## src/rtl/multicycle_controller_if.sv

```systemverilog
// rtl/multicycle_controller_if.sv - control bundle between the multicycle FSM and the RV32I datapath
interface multicycle_controller_if;
    logic [6:0] opcode;
    logic       zero;
    logic       mem_ready;
    logic       PCWrite;
    logic       AdrSrc;
    logic       MemWrite;
    logic       IRWrite;
    logic [1:0] ResultSrc;
    logic [1:0] ALUSrcA;
    logic [1:0] ALUSrcB;
    logic [1:0] ALUOp;
    logic [1:0] ImmSrc;
    logic       RegWrite;
    logic       instr_done;
    logic       illegal;
    logic [3:0] state;

    // Controller side
    modport slave (
        input  opcode, zero, mem_ready,
        output PCWrite, AdrSrc, MemWrite, IRWrite, ResultSrc, ALUSrcA, ALUSrcB,
               ALUOp, ImmSrc, RegWrite, instr_done, illegal, state
    );

    // Datapath side
    modport master (
        output opcode, zero, mem_ready,
        input  PCWrite, AdrSrc, MemWrite, IRWrite, ResultSrc, ALUSrcA, ALUSrcB,
               ALUOp, ImmSrc, RegWrite, instr_done, illegal, state
    );
endinterface

```

## src/rtl/multicycle_controller.sv

```systemverilog
// rtl/multicycle_controller.sv - main FSM of the multicycle RV32I core
module multicycle_controller #(
    parameter bit ILLEGAL_HALT = 1'b1
) (
    input  logic                        clk,
    input  logic                        reset_n,
    multicycle_controller_if.slave      bus
);

    typedef enum logic [3:0] {
        S_FETCH    = 4'd0,
        S_DECODE   = 4'd1,
        S_MEMADR   = 4'd2,
        S_MEMREAD  = 4'd3,
        S_MEMWB    = 4'd4,
        S_MEMWRITE = 4'd5,
        S_EXECUTER = 4'd6,
        S_EXECUTEI = 4'd7,
        S_ALUWB    = 4'd8,
        S_BEQ      = 4'd9,
        S_JAL      = 4'd10,
        S_HALT     = 4'd15
    } state_t;

    localparam logic [6:0] OP_LW  = 7'b0000011;
    localparam logic [6:0] OP_SW  = 7'b0100011;
    localparam logic [6:0] OP_R   = 7'b0110011;
    localparam logic [6:0] OP_I   = 7'b0010011;
    localparam logic [6:0] OP_BEQ = 7'b1100011;
    localparam logic [6:0] OP_JAL = 7'b1101111;

    state_t     r_state;
    state_t     w_next;
    logic       r_illegal;
    logic       w_legal;
    logic       w_branch;
    logic       w_pcupdate;
    logic       w_irwrite;
    logic       w_regwrite;
    logic       w_memwrite;
    logic       w_done;
    logic       w_adrsrc;
    logic [1:0] w_resultsrc;
    logic [1:0] w_alusrca;
    logic [1:0] w_alusrcb;
    logic [1:0] w_aluop;
    logic [1:0] w_immsrc;

    assign w_legal = (bus.opcode == OP_LW) || (bus.opcode == OP_SW) ||
                     (bus.opcode == OP_R)  || (bus.opcode == OP_I)  ||
                     (bus.opcode == OP_BEQ) || (bus.opcode == OP_JAL);

    always_ff @(posedge clk or negedge reset_n) begin
        if (!reset_n) begin
            r_state   <= S_FETCH;
            r_illegal <= 1'b0;
        end else begin
            r_state <= w_next;
            if (r_state == S_DECODE && !w_legal) begin
                r_illegal <= 1'b1;
            end
        end
    end

    always_comb begin
        w_next      = r_state;
        w_branch    = 1'b0;
        w_pcupdate  = 1'b0;
        w_irwrite   = 1'b0;
        w_regwrite  = 1'b0;
        w_memwrite  = 1'b0;
        w_done      = 1'b0;
        w_adrsrc    = 1'b0;
        w_resultsrc = 2'b00;
        w_alusrca   = 2'b00;
        w_alusrcb   = 2'b00;
        w_aluop     = 2'b00;
        case (r_state)
            S_FETCH: begin
                w_alusrcb   = 2'b10;
                w_resultsrc = 2'b10;
                w_irwrite   = bus.mem_ready;
                w_pcupdate  = bus.mem_ready;
                if (bus.mem_ready) w_next = S_DECODE;
            end
            S_DECODE: begin
                // ALUOut captures OldPC + imm so BEQ can use it as the target
                w_alusrca = 2'b01;
                w_alusrcb = 2'b01;
                case (bus.opcode)
                    OP_LW, OP_SW: w_next = S_MEMADR;
                    OP_R:         w_next = S_EXECUTER;
                    OP_I:         w_next = S_EXECUTEI;
                    OP_BEQ:       w_next = S_BEQ;
                    OP_JAL:       w_next = S_JAL;
                    default: begin
                        if (ILLEGAL_HALT) begin
                            w_next = S_HALT;
                        end else begin
                            w_next = S_FETCH;
                            w_done = 1'b1;
                        end
                    end
                endcase
            end
            S_MEMADR: begin
                w_alusrca = 2'b10;
                w_alusrcb = 2'b01;
                w_next    = (bus.opcode == OP_LW) ? S_MEMREAD : S_MEMWRITE;
            end
            S_MEMREAD: begin
                w_adrsrc = 1'b1;
                if (bus.mem_ready) w_next = S_MEMWB;
            end
            S_MEMWB: begin
                w_resultsrc = 2'b01;
                w_regwrite  = 1'b1;
                w_done      = 1'b1;
                w_next      = S_FETCH;
            end
            S_MEMWRITE: begin
                w_adrsrc   = 1'b1;
                w_memwrite = 1'b1;
                if (bus.mem_ready) begin
                    w_done = 1'b1;
                    w_next = S_FETCH;
                end
            end
            S_EXECUTER: begin
                w_alusrca = 2'b10;
                w_aluop   = 2'b10;
                w_next    = S_ALUWB;
            end
            S_EXECUTEI: begin
                w_alusrca = 2'b10;
                w_alusrcb = 2'b01;
                w_aluop   = 2'b10;
                w_next    = S_ALUWB;
            end
            S_ALUWB: begin
                w_regwrite = 1'b1;
                w_done     = 1'b1;
                w_next     = S_FETCH;
            end
            S_BEQ: begin
                w_alusrca = 2'b10;
                w_aluop   = 2'b01;
                w_branch  = 1'b1;
                w_done    = 1'b1;
                w_next    = S_FETCH;
            end
            S_JAL: begin
                // PC takes the target now; rd gets OldPC + 4 in ALUWB
                w_alusrca  = 2'b01;
                w_alusrcb  = 2'b10;
                w_pcupdate = 1'b1;
                w_next     = S_ALUWB;
            end
            S_HALT:  w_next = S_HALT;
            default: w_next = S_FETCH;
        endcase
    end

    always_comb begin
        case (bus.opcode)
            OP_SW:   w_immsrc = 2'b01;
            OP_BEQ:  w_immsrc = 2'b10;
            OP_JAL:  w_immsrc = 2'b11;
            default: w_immsrc = 2'b00;
        endcase
    end

    // Write enables are held low during reset so an abandoned instruction cannot commit
    assign bus.PCWrite    = reset_n & ((w_branch & bus.zero) | w_pcupdate);
    assign bus.IRWrite    = reset_n & w_irwrite;
    assign bus.RegWrite   = reset_n & w_regwrite;
    assign bus.MemWrite   = reset_n & w_memwrite;
    assign bus.instr_done = reset_n & w_done;
    assign bus.AdrSrc     = w_adrsrc;
    assign bus.ResultSrc  = w_resultsrc;
    assign bus.ALUSrcA    = w_alusrca;
    assign bus.ALUSrcB    = w_alusrcb;
    assign bus.ALUOp      = w_aluop;
    assign bus.ImmSrc     = w_immsrc;
    assign bus.illegal    = r_illegal;
    assign bus.state      = r_state;

endmodule

```

## src/flat_wrapper.sv

```systemverilog
// flat-port wrapper written by rule: the top's interface ports become plain ports
module multicycle_controller_flat 
#(
    parameter bit ILLEGAL_HALT = 1'b1
)
  (clk, reset_n, bus_opcode, bus_zero, bus_mem_ready, bus_PCWrite, bus_AdrSrc, bus_MemWrite, bus_IRWrite, bus_ResultSrc, bus_ALUSrcA, bus_ALUSrcB, bus_ALUOp, bus_ImmSrc, bus_RegWrite, bus_instr_done, bus_illegal, bus_state);
  multicycle_controller_if bus_i ();
  input  logic clk;
  input  logic reset_n;
  input wire logic [$bits(bus_i.opcode)-1:0] bus_opcode;
  input wire logic [$bits(bus_i.zero)-1:0] bus_zero;
  input wire logic [$bits(bus_i.mem_ready)-1:0] bus_mem_ready;
  output wire logic [$bits(bus_i.PCWrite)-1:0] bus_PCWrite;
  output wire logic [$bits(bus_i.AdrSrc)-1:0] bus_AdrSrc;
  output wire logic [$bits(bus_i.MemWrite)-1:0] bus_MemWrite;
  output wire logic [$bits(bus_i.IRWrite)-1:0] bus_IRWrite;
  output wire logic [$bits(bus_i.ResultSrc)-1:0] bus_ResultSrc;
  output wire logic [$bits(bus_i.ALUSrcA)-1:0] bus_ALUSrcA;
  output wire logic [$bits(bus_i.ALUSrcB)-1:0] bus_ALUSrcB;
  output wire logic [$bits(bus_i.ALUOp)-1:0] bus_ALUOp;
  output wire logic [$bits(bus_i.ImmSrc)-1:0] bus_ImmSrc;
  output wire logic [$bits(bus_i.RegWrite)-1:0] bus_RegWrite;
  output wire logic [$bits(bus_i.instr_done)-1:0] bus_instr_done;
  output wire logic [$bits(bus_i.illegal)-1:0] bus_illegal;
  output wire logic [$bits(bus_i.state)-1:0] bus_state;
  assign bus_i.opcode = bus_opcode;
  assign bus_i.zero = bus_zero;
  assign bus_i.mem_ready = bus_mem_ready;
  assign bus_PCWrite = bus_i.PCWrite;
  assign bus_AdrSrc = bus_i.AdrSrc;
  assign bus_MemWrite = bus_i.MemWrite;
  assign bus_IRWrite = bus_i.IRWrite;
  assign bus_ResultSrc = bus_i.ResultSrc;
  assign bus_ALUSrcA = bus_i.ALUSrcA;
  assign bus_ALUSrcB = bus_i.ALUSrcB;
  assign bus_ALUOp = bus_i.ALUOp;
  assign bus_ImmSrc = bus_i.ImmSrc;
  assign bus_RegWrite = bus_i.RegWrite;
  assign bus_instr_done = bus_i.instr_done;
  assign bus_illegal = bus_i.illegal;
  assign bus_state = bus_i.state;
  multicycle_controller #(.ILLEGAL_HALT(ILLEGAL_HALT)) u_core (.clk(clk), .reset_n(reset_n), .bus(bus_i));
endmodule
```

## config.mk

```make
export PLATFORM = sky130hd
export DESIGN_NAME = multicycle_controller_flat
export DESIGN_NICKNAME = d
export VERILOG_FILES = /design/src/rtl/multicycle_controller_if.sv /design/src/rtl/multicycle_controller.sv /design/src/flat_wrapper.sv
export SDC_FILE = /design/constraint.sdc
export NUM_CORES = 1
export LEC_CHECK = 0
export ABC_CLOCK_PERIOD_IN_PS = 1700
export BUFFER_PORTS_ARGS = -buffer_cell sky130_fd_sc_hd__buf_2
export CAP_MARGIN = 10
export CORE_MARGIN = 10
export CORE_UTILIZATION = 45
export CTS_CLUSTER_DIAMETER = 40
export DETAILED_ROUTE_END_ITERATION = 7
export GPL_TIMING_DRIVEN = 0
export PLACE_DENSITY = 0.78
export SYNTH_ARGS = -nofsm -noshare
export SYNTH_HDL_FRONTEND = slang
export SYNTH_SLANG_ARGS = --single-unit
```

## constraint.sdc

```tcl
create_clock -name clk -period 1.7 [get_ports clk]
set_input_delay 0.17 -clock clk [delete_from_list [all_inputs] [get_ports clk]]
set_output_delay 0.17 -clock clk [all_outputs]
set_load 0.02 [all_outputs]
```

==> impl_metrics.json <==
{
  "vdd_drop_max_v": 0.000805,
  "rr_startpoint": "u_core.bus.state[3]",
  "syn2layout_area_growth_pct": 57.5,
  "seqPwrFrac_pct": 11.1,
  "critical_path.endpoint": "bus_ALUSrcB[1]",
  "crit_arrival_ns": 1.49,
  "root_buffer": "clkbuf_4",
  "syn-num-nets": 104,
  "cts_made_buffers": 3,
  "rsz0062_at_grt": "yes",
  "ys_ff_latch": 5,
  "setup_slack_ns": 0.0386,
  "share_comb_of_total_power_pct": 81.3,
  "ant_nets": 0,
  "grt-busiest-layer": "met2",
  "die_w_um": 58.3,
  "synth_area_um2": 659,
  "swShare_pct": 51.7,
  "first_global_vias": 826,
  "grt_use_total_pct": 12.7,
  "ios": 32,
  "hp-class": "input pin to asynchronous set/reset pin",
  "critPathCaptureType": "output pin",
  "htree_levels": 1,
  "clk_latency_ns": 0.26,
  "antenna_cells": 0,
  "yosys.area.top_type": "dfrtp_1",
  "async_reset_ff_share_pct": 100,
  "r2r-end": "u_core.bus.state[2]",
  "worst_slew_pin_slew_ns": 0.375,
  "power_mw": 1.94,
  "hold_viol_final": 0,
  "setup_viol": 0,
  "yosys.area.top_type_share_pct": 19.0,
  "cts.sinks": 5,
  "grt_pass1_wl_um": 3600,
  "drtIter0Drc": 23,
  "path_clk_slew_ns": 0.05,
  "overflow": 0,
  "ys_warn_count": 0,
  "grt_antenna_before_repair": 0,
  "core_um2": 1330,
  "drc_errors": 0,
  "die_area_um2": 3400,
  "n_fill_cell": 85,
  "fin_crit_sh_pct": 97.7,
  "skew_ns": 0.0121,
  "use_met2_pct": 23.1,
  "die_y_um": 58.3,
  "drt-wirelength-per-cell_um": 16.6,
  "io_buffers": 31,
  "ys.flop_type": "dfrtp_1",
  "p_leak_nw": 0.474,
  "synth_edf_count": 0,
  "dr.pass1.iters": 4,
  "vias_per_cell": 6.05,
  "synth_area_leaders": "dfrtp_1 19%, nor3_1 9.1%, o21ai_0 5.3%",
  "nNetsFinal": 146,
  "gp_congestion": 0.841,
  "syn_area_per_cell_um2": 7.09,
  "rrSetupSlack_ns": 0.11,
  "clockBufferDepth": 2,
  "met3_usage_pct": 5.23,
  "finalMaxSlewViolations": 0,
  "hold_ws_ns": 0.280,
  "num_rows": 13,
  "power.switching_mw": 1.00,
  "start_util_pct": 49.4,
  "syn_inst": 93,
  "reg2reg_depth": 4,
  "min_period_ns": 1.66,
  "dp_hpwl_um": 1680,
  "status": "finished, final reports clean",
  "crit_type": "flop to output pin",
  "cp.required_ns": 1.53,
  "p_clk_share_pct": 7.5,
  "routed_wl_um": 2480,
  "seq_area_frac_synth_pct": 19.0,
  "grtUsageMet1_pct": 12.8,
  "internal-power_mw": 0.936,
  "drive_above_1_share_pct": 45.5,
  "slew_headroom_pct": 75.0,
  "fmax_mhz": 602,
  "crit_path_start_kind": "flop",
  "grt_max_degree": 11,
  "mostFrequentLayoutCells": "26 x buf_2, 10 x nor3_1, 8 x buf_4",
  "synth.distinct_cells": 37,
  "max-cap-violations": 0,
  "post-place-ws_ns": -0.109,
  "dr_total_vias": 901,
  "cp-startpoint": "u_core.bus.state[1]",
  "layout_commonest_cell": "buf_2",
  "cts_tree": "done",
  "cp_max_fo": 10,
  "p_per_area_nw_per_um2": 1870
}
[worst min path at each step]
stage                     depth (start not counted)  slack [ns]    start                  end
after floorplan                                   0       -0.13  reset_n   u_core.bus.illegal
after global placement                            1       0.002  reset_n  u_core.bus.state[3]
after detailed placement                          1       0.007  reset_n  u_core.bus.state[3]
after CTS                                         2        0.28  reset_n  u_core.bus.state[3]
after global routing                              2        0.29  reset_n  u_core.bus.state[3]
final                                             2        0.28  reset_n  u_core.bus.state[3]
[state kept, by name, summed over array words and instances, names as in the netlist]
signal and flops:
u_core.bus.illegal 1, u_core.bus.state 4
[synthesized netlist by cell type, types with 2 or more instances]
library cell,n
nor3_1,12
dfrtp_1,5
clkbuf_1,3
nand3_1,2
buf_2,3
nand2b_1,5
nor2_1,7
inv_1,4
nand2_1,6
nor3b_1,2
and3_1,3
xor2_1,2
o21ai_0,7
nand3b_1,2
a21oi_1,5
o211ai_1,2
o21a_1,2
xnor2_1,2
[worst max-delay path: stages, from the launching register on]
cell and delay [ns]:
dfrtp_1 0.41, buf_6 0.17, buf_6 0.15, xor2_1 0.16
nor3_1 0.17, buf_4 0.17
[per-stage QoR]
stage	cell area (um2)	util, %	cells	TNS, ns
floorplan	676	-	93	0
global placement	850	63.7	139	-0.0552
detailed placement	850	63.7	139	-0.137
CTS	931	69.8	146	0
global route	1040	77.9	149	-0.144
finish	1040	77.9	149	0
[layout make-up]
class	instances	area (um2)	share of cell area [%]
Clock buffer	4	26.3	2.53
Multi-Input combinational cell	77	556	53.5
Sequential cell	5	126	12.2
Timing Repair Buffer	37	223	21.4
Inverter	4	15.0	1.45
Buffer	7	73.8	7.11
Tap cell	15	18.8	1.81
[power groups by stage]
| stage | Clock (mW) | Combinational [mW] | Sequential (mW) |
|---|---|---|---|
| after floorplan | 0 | 0.865 | 0.246 |
| after global placement | 0 | 1.22 | 0.199 |
| after detailed placement | 0 | 1.25 | 0.200 |
| after CTS | 0.146 | 1.35 | 0.204 |
| after global routing | 0.155 | 1.70 | 0.223 |
| final | 0.146 | 1.58 | 0.216 |
[repair_timing]
action / 4_1_cts / 5_1_grt
cloned: 0 / 1
pin swaps: 0 / 6
resized for setup: 11 / 26
hold buffers: 1 / 0
buffers inserted: 2 / 2
hold endpoints to repair: 5 / 0
endpoints found under the setup margin: 9 / 9
[per-layer routing]
metal  share of wire [%]  vias up
li1                    -      428
met1                  40      416
met2                  49       49
met3                 8.0        8
met4                 3.1        0
met5                   0        -
[cell families after synthesis]
kind of cell	Yosys count	share of synthesized area (%)
xor gates and xnor gates	4	5.31
AOI/OAI and AO/OA	28	30.0
buffers and inverters	11	7.97
DFF	5	19.0
and+or+nand+nor	45	37.8
Power figures use the tool's default switching activity.
